$ cat src/rtl/converge_ctrl_rr.sv
// converge_ctrl_rr: merges freespace-update packets (strict priority) and round-robin port data into one stream.
// Optional build macro CONVERGE_STATS_EN adds the pkt_count valid-beat counter.
`timescale 1ns/1ps
module converge_ctrl_rr #(
    parameter int PACKET_BITS   = 97,
    parameter int NUM_IN_PORTS  = 7,
    parameter int NUM_OUT_PORTS = 7,
    parameter int PORT_BITS     = 4,
    parameter int UPD_ASIZE     = 4
) (
    input  logic                             clk,
    input  logic                             reset,
    input  logic [NUM_IN_PORTS-1:0]          freespace_update,
    input  logic [PACKET_BITS*NUM_IN_PORTS-1:0]  packet_from_input_ports,
    input  logic [PACKET_BITS*NUM_OUT_PORTS-1:0] packet_from_output_ports,
    input  logic [NUM_OUT_PORTS-1:0]         empty,
    input  logic                             resend,
    output logic [NUM_OUT_PORTS-1:0]         outport_sel,
    output logic [PACKET_BITS-1:0]           stream_out,
    output logic                             stream_valid,
    output logic                             upd_overflow,
    output logic [31:0]                      pkt_count
);
    localparam int FIFO_DEPTH = 1 << UPD_ASIZE;

    typedef enum logic [1:0] {RUN, HOLD, REPLAY} state_t;

    logic [NUM_IN_PORTS-1:0]    fsu_q, rise;
    logic [PACKET_BITS-1:0]     slot [NUM_IN_PORTS];
    logic [PACKET_BITS-1:0]     scan_pkt;
    logic [PORT_BITS-1:0]       scan_ptr;
    logic [PACKET_BITS-1:0]     fifo_mem [FIFO_DEPTH];
    logic [UPD_ASIZE-1:0]       wr_ptr, rd_ptr;
    logic [UPD_ASIZE:0]         fifo_cnt;
    logic [PACKET_BITS-1:0]     fifo_dout;
    logic                       fifo_full, fifo_empty, drain_wr, rd_en, lose_upd;
    logic [PORT_BITS-1:0]       rr_ptr, grant_idx;
    logic [2*NUM_OUT_PORTS-1:0] rot;
    logic                       grant_vld, issue_ok;
    logic                       infl_vld, infl_fifo;
    logic [PORT_BITS-1:0]       infl_port;
    logic [PACKET_BITS-1:0]     infl_data, skid_reg, so_nxt;
    logic                       skid_vld, sv_nxt, so_load, skid_load, skid_clr;
    state_t                     state, state_nxt;

    assign rise       = freespace_update & ~fsu_q;
    assign fifo_full  = (fifo_cnt == (UPD_ASIZE+1)'(FIFO_DEPTH));
    assign fifo_empty = (fifo_cnt == '0);
    assign drain_wr   = scan_pkt[PACKET_BITS-1] && !fifo_full;
    assign issue_ok   = !reset && (state == RUN) && !resend;
    assign rd_en      = issue_ok && !fifo_empty;

    always_comb begin
        scan_pkt = '0;
        lose_upd = 1'b0;
        for (int unsigned i = 0; i < NUM_IN_PORTS; i++) begin
            if (scan_ptr == PORT_BITS'(i))
                scan_pkt = slot[i];
        end
        // a capture onto a pending slot loses the old packet unless it drains this same cycle
        for (int unsigned i = 0; i < NUM_IN_PORTS; i++) begin
            if (rise[i] && slot[i][PACKET_BITS-1] && !(drain_wr && scan_ptr == PORT_BITS'(i)))
                lose_upd = 1'b1;
        end
    end

    always_comb begin
        int unsigned sum;
        grant_vld = 1'b0;
        grant_idx = '0;
        sum       = 0;
        rot       = {~empty, ~empty} >> rr_ptr;
        for (int unsigned k = 0; k < NUM_OUT_PORTS; k++) begin
            if (!grant_vld && rot[k]) begin
                grant_vld = 1'b1;
                sum       = 32'(rr_ptr) + k;
                if (sum >= NUM_OUT_PORTS)
                    sum = sum - NUM_OUT_PORTS;
                grant_idx = PORT_BITS'(sum);
            end
        end
        if (!(issue_ok && fifo_empty))
            grant_vld = 1'b0;
    end

    always_comb begin
        outport_sel = '0;
        for (int unsigned j = 0; j < NUM_OUT_PORTS; j++)
            outport_sel[j] = grant_vld && (grant_idx == PORT_BITS'(j));
    end

    always_comb begin
        infl_data = fifo_dout;
        if (!infl_fifo) begin
            for (int unsigned j = 0; j < NUM_OUT_PORTS; j++) begin
                if (infl_port == PORT_BITS'(j))
                    infl_data = packet_from_output_ports[j*PACKET_BITS +: PACKET_BITS];
            end
        end
    end

    always_comb begin
        state_nxt = state;
        sv_nxt    = 1'b0;
        so_load   = 1'b0;
        so_nxt    = infl_data;
        skid_load = 1'b0;
        skid_clr  = 1'b0;
        case (state)
            RUN: begin
                if (resend) begin
                    state_nxt = HOLD;
                    skid_load = 1'b1;
                end else begin
                    sv_nxt  = infl_vld;
                    so_load = infl_vld;
                end
            end
            HOLD: begin
                if (!resend)
                    state_nxt = REPLAY;
            end
            REPLAY: begin
                if (resend) begin
                    state_nxt = HOLD;
                end else begin
                    state_nxt = RUN;
                    sv_nxt    = skid_vld;
                    so_load   = skid_vld;
                    so_nxt    = skid_reg;
                    skid_clr  = 1'b1;
                end
            end
            default: state_nxt = RUN;
        endcase
    end

    always_ff @(posedge clk) begin
        if (reset) begin
            fsu_q        <= '0;
            scan_ptr     <= '0;
            upd_overflow <= 1'b0;
            for (int unsigned i = 0; i < NUM_IN_PORTS; i++)
                slot[i] <= '0;
        end else begin
            fsu_q    <= freespace_update;
            scan_ptr <= (scan_ptr == PORT_BITS'(NUM_IN_PORTS-1)) ? '0 : scan_ptr + PORT_BITS'(1);
            if (lose_upd)
                upd_overflow <= 1'b1;
            for (int unsigned i = 0; i < NUM_IN_PORTS; i++) begin
                if (rise[i])
                    slot[i] <= packet_from_input_ports[i*PACKET_BITS +: PACKET_BITS];
                else if (drain_wr && scan_ptr == PORT_BITS'(i))
                    slot[i] <= '0;
            end
        end
    end

    always_ff @(posedge clk) begin
        if (drain_wr)
            fifo_mem[wr_ptr] <= scan_pkt;
    end

    always_ff @(posedge clk) begin
        if (reset) begin
            wr_ptr    <= '0;
            rd_ptr    <= '0;
            fifo_cnt  <= '0;
            fifo_dout <= '0;
        end else begin
            if (drain_wr)
                wr_ptr <= wr_ptr + UPD_ASIZE'(1);
            if (rd_en) begin
                rd_ptr    <= rd_ptr + UPD_ASIZE'(1);
                fifo_dout <= fifo_mem[rd_ptr];
            end
            case ({drain_wr, rd_en})
                2'b10:   fifo_cnt <= fifo_cnt + (UPD_ASIZE+1)'(1);
                2'b01:   fifo_cnt <= fifo_cnt - (UPD_ASIZE+1)'(1);
                default: fifo_cnt <= fifo_cnt;
            endcase
        end
    end

    always_ff @(posedge clk) begin
        if (reset) begin
            state        <= RUN;
            rr_ptr       <= '0;
            infl_vld     <= 1'b0;
            infl_fifo    <= 1'b0;
            infl_port    <= '0;
            skid_reg     <= '0;
            skid_vld     <= 1'b0;
            stream_out   <= '0;
            stream_valid <= 1'b0;
        end else begin
            state <= state_nxt;
            if (grant_vld)
                rr_ptr <= (grant_idx == PORT_BITS'(NUM_OUT_PORTS-1)) ? '0 : grant_idx + PORT_BITS'(1);
            infl_vld  <= rd_en | grant_vld;
            infl_fifo <= rd_en;
            infl_port <= grant_idx;
            if (skid_load) begin
                skid_reg <= infl_data;
                skid_vld <= infl_vld;
            end else if (skid_clr) begin
                skid_vld <= 1'b0;
            end
            stream_valid <= sv_nxt;
            if (so_load)
                stream_out <= so_nxt;
        end
    end

`ifdef CONVERGE_STATS_EN
    logic [31:0] pkt_cnt_q;
    always_ff @(posedge clk) begin
        if (reset)
            pkt_cnt_q <= '0;
        else if (sv_nxt)
            pkt_cnt_q <= pkt_cnt_q + 32'd1;
    end
    assign pkt_count = pkt_cnt_q;
`else
    assign pkt_count = '0;
`endif

endmodule

$ cat config.mk
export PLATFORM = sky130hd
export DESIGN_NAME = converge_ctrl_rr
export DESIGN_NICKNAME = d
export VERILOG_FILES = /design/src/rtl/converge_ctrl_rr.sv
export SDC_FILE = /design/constraint.sdc
export NUM_CORES = 2
export LEC_CHECK = 0
export ABC_AREA = 1
export ABC_CLOCK_PERIOD_IN_PS = 11100
export CORE_ASPECT_RATIO = 0.9
export CORE_MARGIN = 5
export CORE_UTILIZATION = 35
export CTS_CLUSTER_SIZE = 16
export DETAILED_ROUTE_END_ITERATION = 10
export GPL_TIMING_DRIVEN = 1
export MAX_ROUTING_LAYER = met4
export PLACE_DENSITY = 0.58
export SYNTH_ARGS = -nofsm -noshare
export SYNTH_HDL_FRONTEND = slang
export SYNTH_SLANG_ARGS = --single-unit
$ cat constraint.sdc
create_clock -name clk -period 11.1 [get_ports clk]
set_input_delay 1.665 -clock clk [delete_from_list [all_inputs] [get_ports clk]]
set_output_delay 1.665 -clock clk [all_outputs]
set_load 0.05 [all_outputs]
After elaboration in Yosys (flattened, before gate mapping)
Memory sizes are Yosys's and may differ from the RTL's. A register that Yosys moved wholly into a read port is not among the register bits.
Index checks and enable logic that the tools add are counted.
{"block": "totals", "word_cells": 280, "out_inout_bits": 138, "inputBits": 1375, "ram_bits": 2231, "regBits": 233, "memories": 2}
{"block": "op_classes", "magnitude_cmp": 7, "bitwise": 18, "addsub": 19, "n_mux": 128, "n_eq_ne": 25, "reduce_logical": 65, "shift": 1}
{"name": "fifo_mem", "words": 16, "width": 97, "rd": 1, "rd_clocked_by_memory_dff": 1, "write_ports": 1, "line_no": "32", "source": "logic [PACKET_BITS-1:0] fifo_mem [FIFO_DEPTH];"}
{"name": "slot", "words": 7, "width": 97, "rd": 7, "rd_clocked_by_memory_dff": 0, "write_ports": 7, "line_no": "29", "source": "logic [PACKET_BITS-1:0] slot [NUM_IN_PORTS];"}
{"cell": "two-way mux 97 bit", "n": 31}
{"cell": "two-way mux 1 bit", "n": 77}
{"cell": "two-way mux 4 bit", "n": 15}
{"cell": "logical AND 1 bit", "n": 39}
{"cell": "equality test 4 x 3 -> 1 bit, second input constant", "n": 9}
{"cell": "greater-or-equal comparator 5 x 3 -> 1 bit, second input constant", "n": 6}
{"cell": "subtractor 4 x 3 -> 4 bit, second input constant", "n": 7}
{"cell": "equality test 4 x 2 -> 1 bit, second input constant", "n": 6}
{"cell": "zero test 1 bit", "n": 17}
{"cell": "adder 4 x 1 -> 4 bit, second input constant", "n": 4}
{"cell": "adder 4 x 3 -> 5 bit, second input constant", "n": 3}
{"cell": "OR 1 bit", "n": 15}
{"cell": "NOT 7 bit", "n": 2}
{"cell": ">> shifter 14 x 4 -> 7 bit", "n": 1}
{"cell": "equality test 4 x 1 -> 1 bit, second input constant", "n": 3}
{"cell": "zero test 4 bit", "n": 3}
{"cell": "adder 4 x 2 -> 5 bit, second input constant", "n": 2}
{"cell": "one-hot mux 5 bit (2 select lines)", "n": 1}
{"cell": "AND 7 bit", "n": 1}
{"cell": "one-hot mux 2 bit (3 select lines)", "n": 1}
{"cell": "adder 4 x 1 -> 5 bit, second input constant", "n": 1}
{"cell": "adder 5 x 1 -> 5 bit, second input constant", "n": 1}
{"cell": "equality test 5 bit, second input constant", "n": 1}
{"cell": "zero test 5 bit", "n": 1}
{"cell": "11 further kinds", "n": 16}

Logic depth before layout (Yosys ltp)
{"block": "logic_depth", "depth_word": 23, "depth_mapped": 25, "ltp_nobuf": 24}

Least setup slack after synthesis
Ideal clock, no wire load.
{"block": "synth_timing", "path_kind": "register to register", "start": "reg scan_ptr[0]", "end": "mem slot[2][0], enable pin", "synth_period_minus_slack_ns": 9.615, "required_time_ns": 10.412, "path_stages_with_launch": 13, "setup_time_ns": 0.688, "setup_slack_ns": 1.485, "n_path_buf": 0, "arrival_time_ns": 8.927, "cell_sequence": "dfxtp_1 inv_1 ha_1 inv_1 nor2_2 nand3_1 nand3_1 o21ai_0 o21ai_1 nor2_1 o21ai_1 nand2_1 o21ai_0"}
{"element": "start: declaration", "line_no": "31", "source": "logic [PORT_BITS-1:0] scan_ptr;"}
{"element": "start signal: assignment", "line_no": "147", "source": "scan_ptr <= (scan_ptr == PORT_BITS'(NUM_IN_PORTS-1)) ? '0 : scan_ptr + PORT_BITS'(1);"}
{"element": "end: declaration", "line_no": "29"}

Worst setup path in the final report
{"block": "layout_timing", "start": "in empty[6]", "end": "out outport_sel[0]"}
{"block": "layout_via", "elab_chain_cells": 23, "word_cells_on_any_way": 31, "cone_classes": "shift (1); mux (15); bitwise (1); reduce/logical (14)"}
{"element": "start: declaration", "line_no": "16", "source": "input logic [NUM_OUT_PORTS-1:0] empty,"}
{"element": "NOT 7 bit *", "line_no": "72", "source": "rot = {~empty, ~empty} >> rr_ptr;"}
{"element": ">> shifter 14 x 4 -> 7 bit *", "line_no": "72"}
{"element": "two-way mux 1 bit", "line_no": "74", "source": "if (!grant_vld && rot[k]) begin"}
{"element": "zero test 1 bit", "line_no": "74"}
{"element": "logical AND 1 bit", "line_no": "74"}
{"element": "two-way mux 1 bit", "line_no": "74"}
{"element": "zero test 1 bit", "line_no": "74"}
{"element": "logical AND 1 bit", "line_no": "74"}
{"element": "[7 not listed]"}
{"element": "zero test 1 bit", "line_no": "74"}
{"element": "logical AND 1 bit", "line_no": "74"}
{"element": "two-way mux 1 bit", "line_no": "74"}
{"element": "zero test 1 bit", "line_no": "74"}
{"element": "logical AND 1 bit", "line_no": "74"}
{"element": "two-way mux 4 bit / two-way mux 1 bit (equally long branches)", "line_no": "74"}
{"element": "zero test 4 bit / two-way mux 1 bit (equally long branches)", "line_no": "89, 82"}
{"element": "logical AND 1 bit *", "line_no": "89", "source": "outport_sel[j] = grant_vld && (grant_idx == PORT_BITS'(j));"}
{"element": "end: declaration", "line_no": "18", "source": "output logic [NUM_OUT_PORTS-1:0] outport_sel,"}
Every way passes the cells marked *; elsewhere a longest branch is shown, timed or not.

==> summary.txt <==
WS Path Type: input port to primary output
Cell variety after synth: 46
Multiplexer area fraction after synthesis: 0.00877%
Clk slew on worst S/H paths: 0.06 ns
Fraction of registers with async set/reset: 0%
Flop pwr share: 39.1%
Maximum fanout along the worst path: 13
CTS tree: done
YS warnings: 0
P_leak: 53.6 nW
Main combinational cell family by area after synthesis: simple AND/OR/NAND/NOR gates
DRC Markers: 0
RSZ-0062 raised after global routing: false
CTS Buf Count: 285
Required time of the critical path: 9.44 ns
1st-pass router iterations: 6
Area share of fa/ha/maj cells after synthesis: 0.314%
# resized after CTS: 0
Max-slew headroom: 6.17%
Fillers: 31069
Worst-path cell chain: clkdlybuf4s50_1, nand2_1, nand3_1, nand2_1, nand2_1, nor2_2, nor2_4, nand4_1, nor2_2, nand3_2, clkinv_1, nand2_1, nand2_1, inv_1, nor2_1, nand2_1, nor2_1, clkdlybuf4s50_1
Final net count: 13976
Yosys top cell area share: 58.7%
Layout cells sized above 1: 5.91%
Area growth from synthesis to layout: 24.9%
Cell depth of the worst setup path: 18
Max Cap Viol: 0
Grt ovf: 0
Post-synth EDFFs: 2231
P_sw: 10.8 mW
Critical path buffers and inverters: 4
Post-Layout Cell Count: 17198
Vias in the first global route: 84781
Fin crit period: 7.28 ns
Final wirelength: 478 mm
Final hold vios: 0
CP endpoint kind: primary output
Iter 0 DRT Violations: 9860
Setup_tns: 0 ns
Reg2Reg Setup Slack: 4.70 ns
Outcome: finished, final reports clean
Top post-synthesis cells by count: nor2_1, edfxtp_1, o21ai_0, inv_1, nand2_1
Cell with the most instances after synthesis: nor2_1
P_int: 19.2 mW
Tcrit/Tclk final: 65.6%
Most frequent CP cell: nand2_1
Row count: 198
Syn Area/Cell: 10.0 sq um
# port buffers: 1480
Setup crit start kind: input port
CORE AREA: 324000 sq um
Vias per Instance: 5.26
F_max: 137 MHz
CTS Hold Buffers Added: 0
CTS Root Cell: clkbuf_16
Fin. max-slew vios: 0
Die W: 612 um
Worst Path Arrival: 5.61 ns
Most flop-heavy register: fifo_mem
Mapped cell area: 114000 sq um
Synth Area in Simple Gates: 14.9%
Register area share after synthesis: 64.5%
H-tree depth: 5
Worst-Margin Slew: 1.40 ns
Top post-synthesis cells by area: edfxtp_1, nor2_1, o21ai_0, dfxtp_1, inv_1
CTS sink cnt: 2561
Postcts setup bufs: 0
Cell accounting for the most synthesized area: edfxtp_1
Initial Util: 35.2%
Xor/xnor share of the synthesized area: 0.0998%
Placer Congestion: 1.01
Synthesized instance count: 11411
Buffer depth of the longest clock path: 4
Skew final: 0.0659 ns
Hold Path Class: register to register
Die area: 338000 sq um
I/O pin count: 1513
Sw Ratio: 35.9%
Synth Register Bits: 2561
Slowest stage cell on the critical path: clkdlybuf4s50_1
Worst-Skew Late Latency: 0.89 ns
Synth Area in Compound Gates: 13.5%
Largest net degree at the start of global routing: 206
CP peak stage delay: 0.92 ns
Peak VDD IR: 0.171 mV
Top Family by Delay on Critical Path: simple AND/OR/NAND/NOR gates
Via count: 90526
Comb pwr share: 30.5%
Top Registers: fifo_mem: 1552 flops, slot: 679 flops
All-Layer GR Usage: 28.0%
Routed Antenna Nets: 0
HPWL Detailed: 339 mm
PwrDens: 210 nW/um^2
Cell count after placement: 16585
Synth Flop Type: edfxtp_1
R2r worst-path depth: 16
Chip Height: 552 um
Max reg flops: 1552
WL/cell: 27.8 um
Clock network power share: 30.4%
Final Setup Violations: 0
Antenna violations before repair: 138
First-pass GRT wire length: 657 mm
Hold Path Cell Cnt: 2
-- power groups by stage --
| stage | clock network [mW] | registers [mW] | logic, mW |
|---|---|---|---|
| 5_1_grt | 9.66 | 11.7 | 9.80 |
| 3_5_place_dp | 0 | 11.9 | 9.05 |
| 2_1_floorplan | 0 | 12.0 | 4.65 |
| 4_1_cts | 9.29 | 11.7 | 9.07 |
| 6_report | 9.10 | 11.7 | 9.14 |
| 3_3_place_gp | 0 | 11.9 | 9.02 |
-- kinds of logic (layout without fill, tap and decap cells) --
group / count (synthesis) / count (layout)
compound gates: 2583 / 2583
xor+xnor: 13 / 13
fa+ha+maj: 28 / 28
buf+inv: 1983 / 3321
flops: 2561 / 2561
mux: 1 / 1
other cells: 1 / 150
simple gates: 4241 / 4241
-- worst reg2reg max path, stage by stage (launching register included) --
cell	delay [ns]
dfxtp_1	0.33
inv_1	0.10
ha_1	0.20
clkinv_2	0.52
nor3_1	0.67
inv_6	0.38
o21ai_0	0.19
nor2_1	0.10
o21ai_2	0.12
buf_4	0.24
nand2_1	0.29
buf_4	0.31
inv_2	0.24
nand2_1	0.30
nor2_4	0.81
buf_4	0.77
buf_4	0.47
-- per-stage QoR --
stage / utilization [%] / hold slack [ns] / power, mW / setup WS, ns / instance area, sq um
floorplan: - / 0.433 / 16.6 / 1.49 / 114000
CTS: 43.9 / 0.465 / 30.1 / 3.99 / 142000
finish: 44.0 / 0.464 / 29.9 / 3.82 / 142000
global route: 43.9 / 0.487 / 31.2 / 3.51 / 142000
detailed placement: 41.1 / 0.456 / 21.0 / 4.01 / 133000
global placement: 41.1 / 0.454 / 20.9 / 3.92 / 133000
-- worst paths after layout --
kind                                     end                       start
hold reg to reg   stream_out[0]$_SDFFE_PP0P_  stream_out[0]$_SDFFE_PP0P_
setup / recovery              outport_sel[0]                    empty[6]
setup reg to reg   fifo_mem[1][71]$_DFFE_PP_      scan_ptr[1]$_SDFF_PP0_
hold / removal    stream_out[0]$_SDFFE_PP0P_  stream_out[0]$_SDFFE_PP0P_
-- layout make-up --
type,count,area (sq um),area share (%)
inverters,1139,4310,3.03
clock inverters,144,1210,0.853
diodes,118,295,0.207
clock buffers,350,7600,5.34
repair buffers,1688,16600,11.6
well taps,4300,5380,3.78
flip-flops and latches,2561,73600,51.7
multi-input cells,6898,33400,23.5
-- placed cells by master, fill, tap and decap left out, types with 10 or more instances in the layout --
cell type        netlist  final
nor2_1              2432   2414
nand4_1               11     11
o21ai_2                0     15
nor3_1                58     58
clkbuf_16              0    292
inv_1               1122   1116
nand2_1             1112   1094
o21ai_0             1363   1268
bufinv_16              0     11
ha_1                  27     27
or2_2                 40     40
o22ai_1              166    165
dfxtp_1              330    325
o21ai_1               49    127
clkinv_1               6     61
o32ai_1              416    412
clkinvlp_4             0     10
diode_2                0    118
a21oi_1              300    300
nand2_4                1     19
o211ai_1             267    267
nand3_1              549    548
clkdlybuf4s50_1        0   1478
edfxtp_1            2231   2231
clkbuf_1             724     50
conb_1                 1     32
nor2_4                 3     23
buf_12                 0     17
clkinv_2               0     48
buf_4                 33    191
-- routing by layer --
| metal | wire length [um] | global-route usage, % | share of wire (%) |
|---|---|---|---|
| met2 | 218000 | 42.5 | 46 |
| met4 | 27500 | 14.4 | 5.8 |
| met3 | 36200 | 5.16 | 7.6 |
| met5 | 0 | - | 0 |
| met1 | 197000 | 36.1 | 41 |
Power figures use the tool's default switching activity.
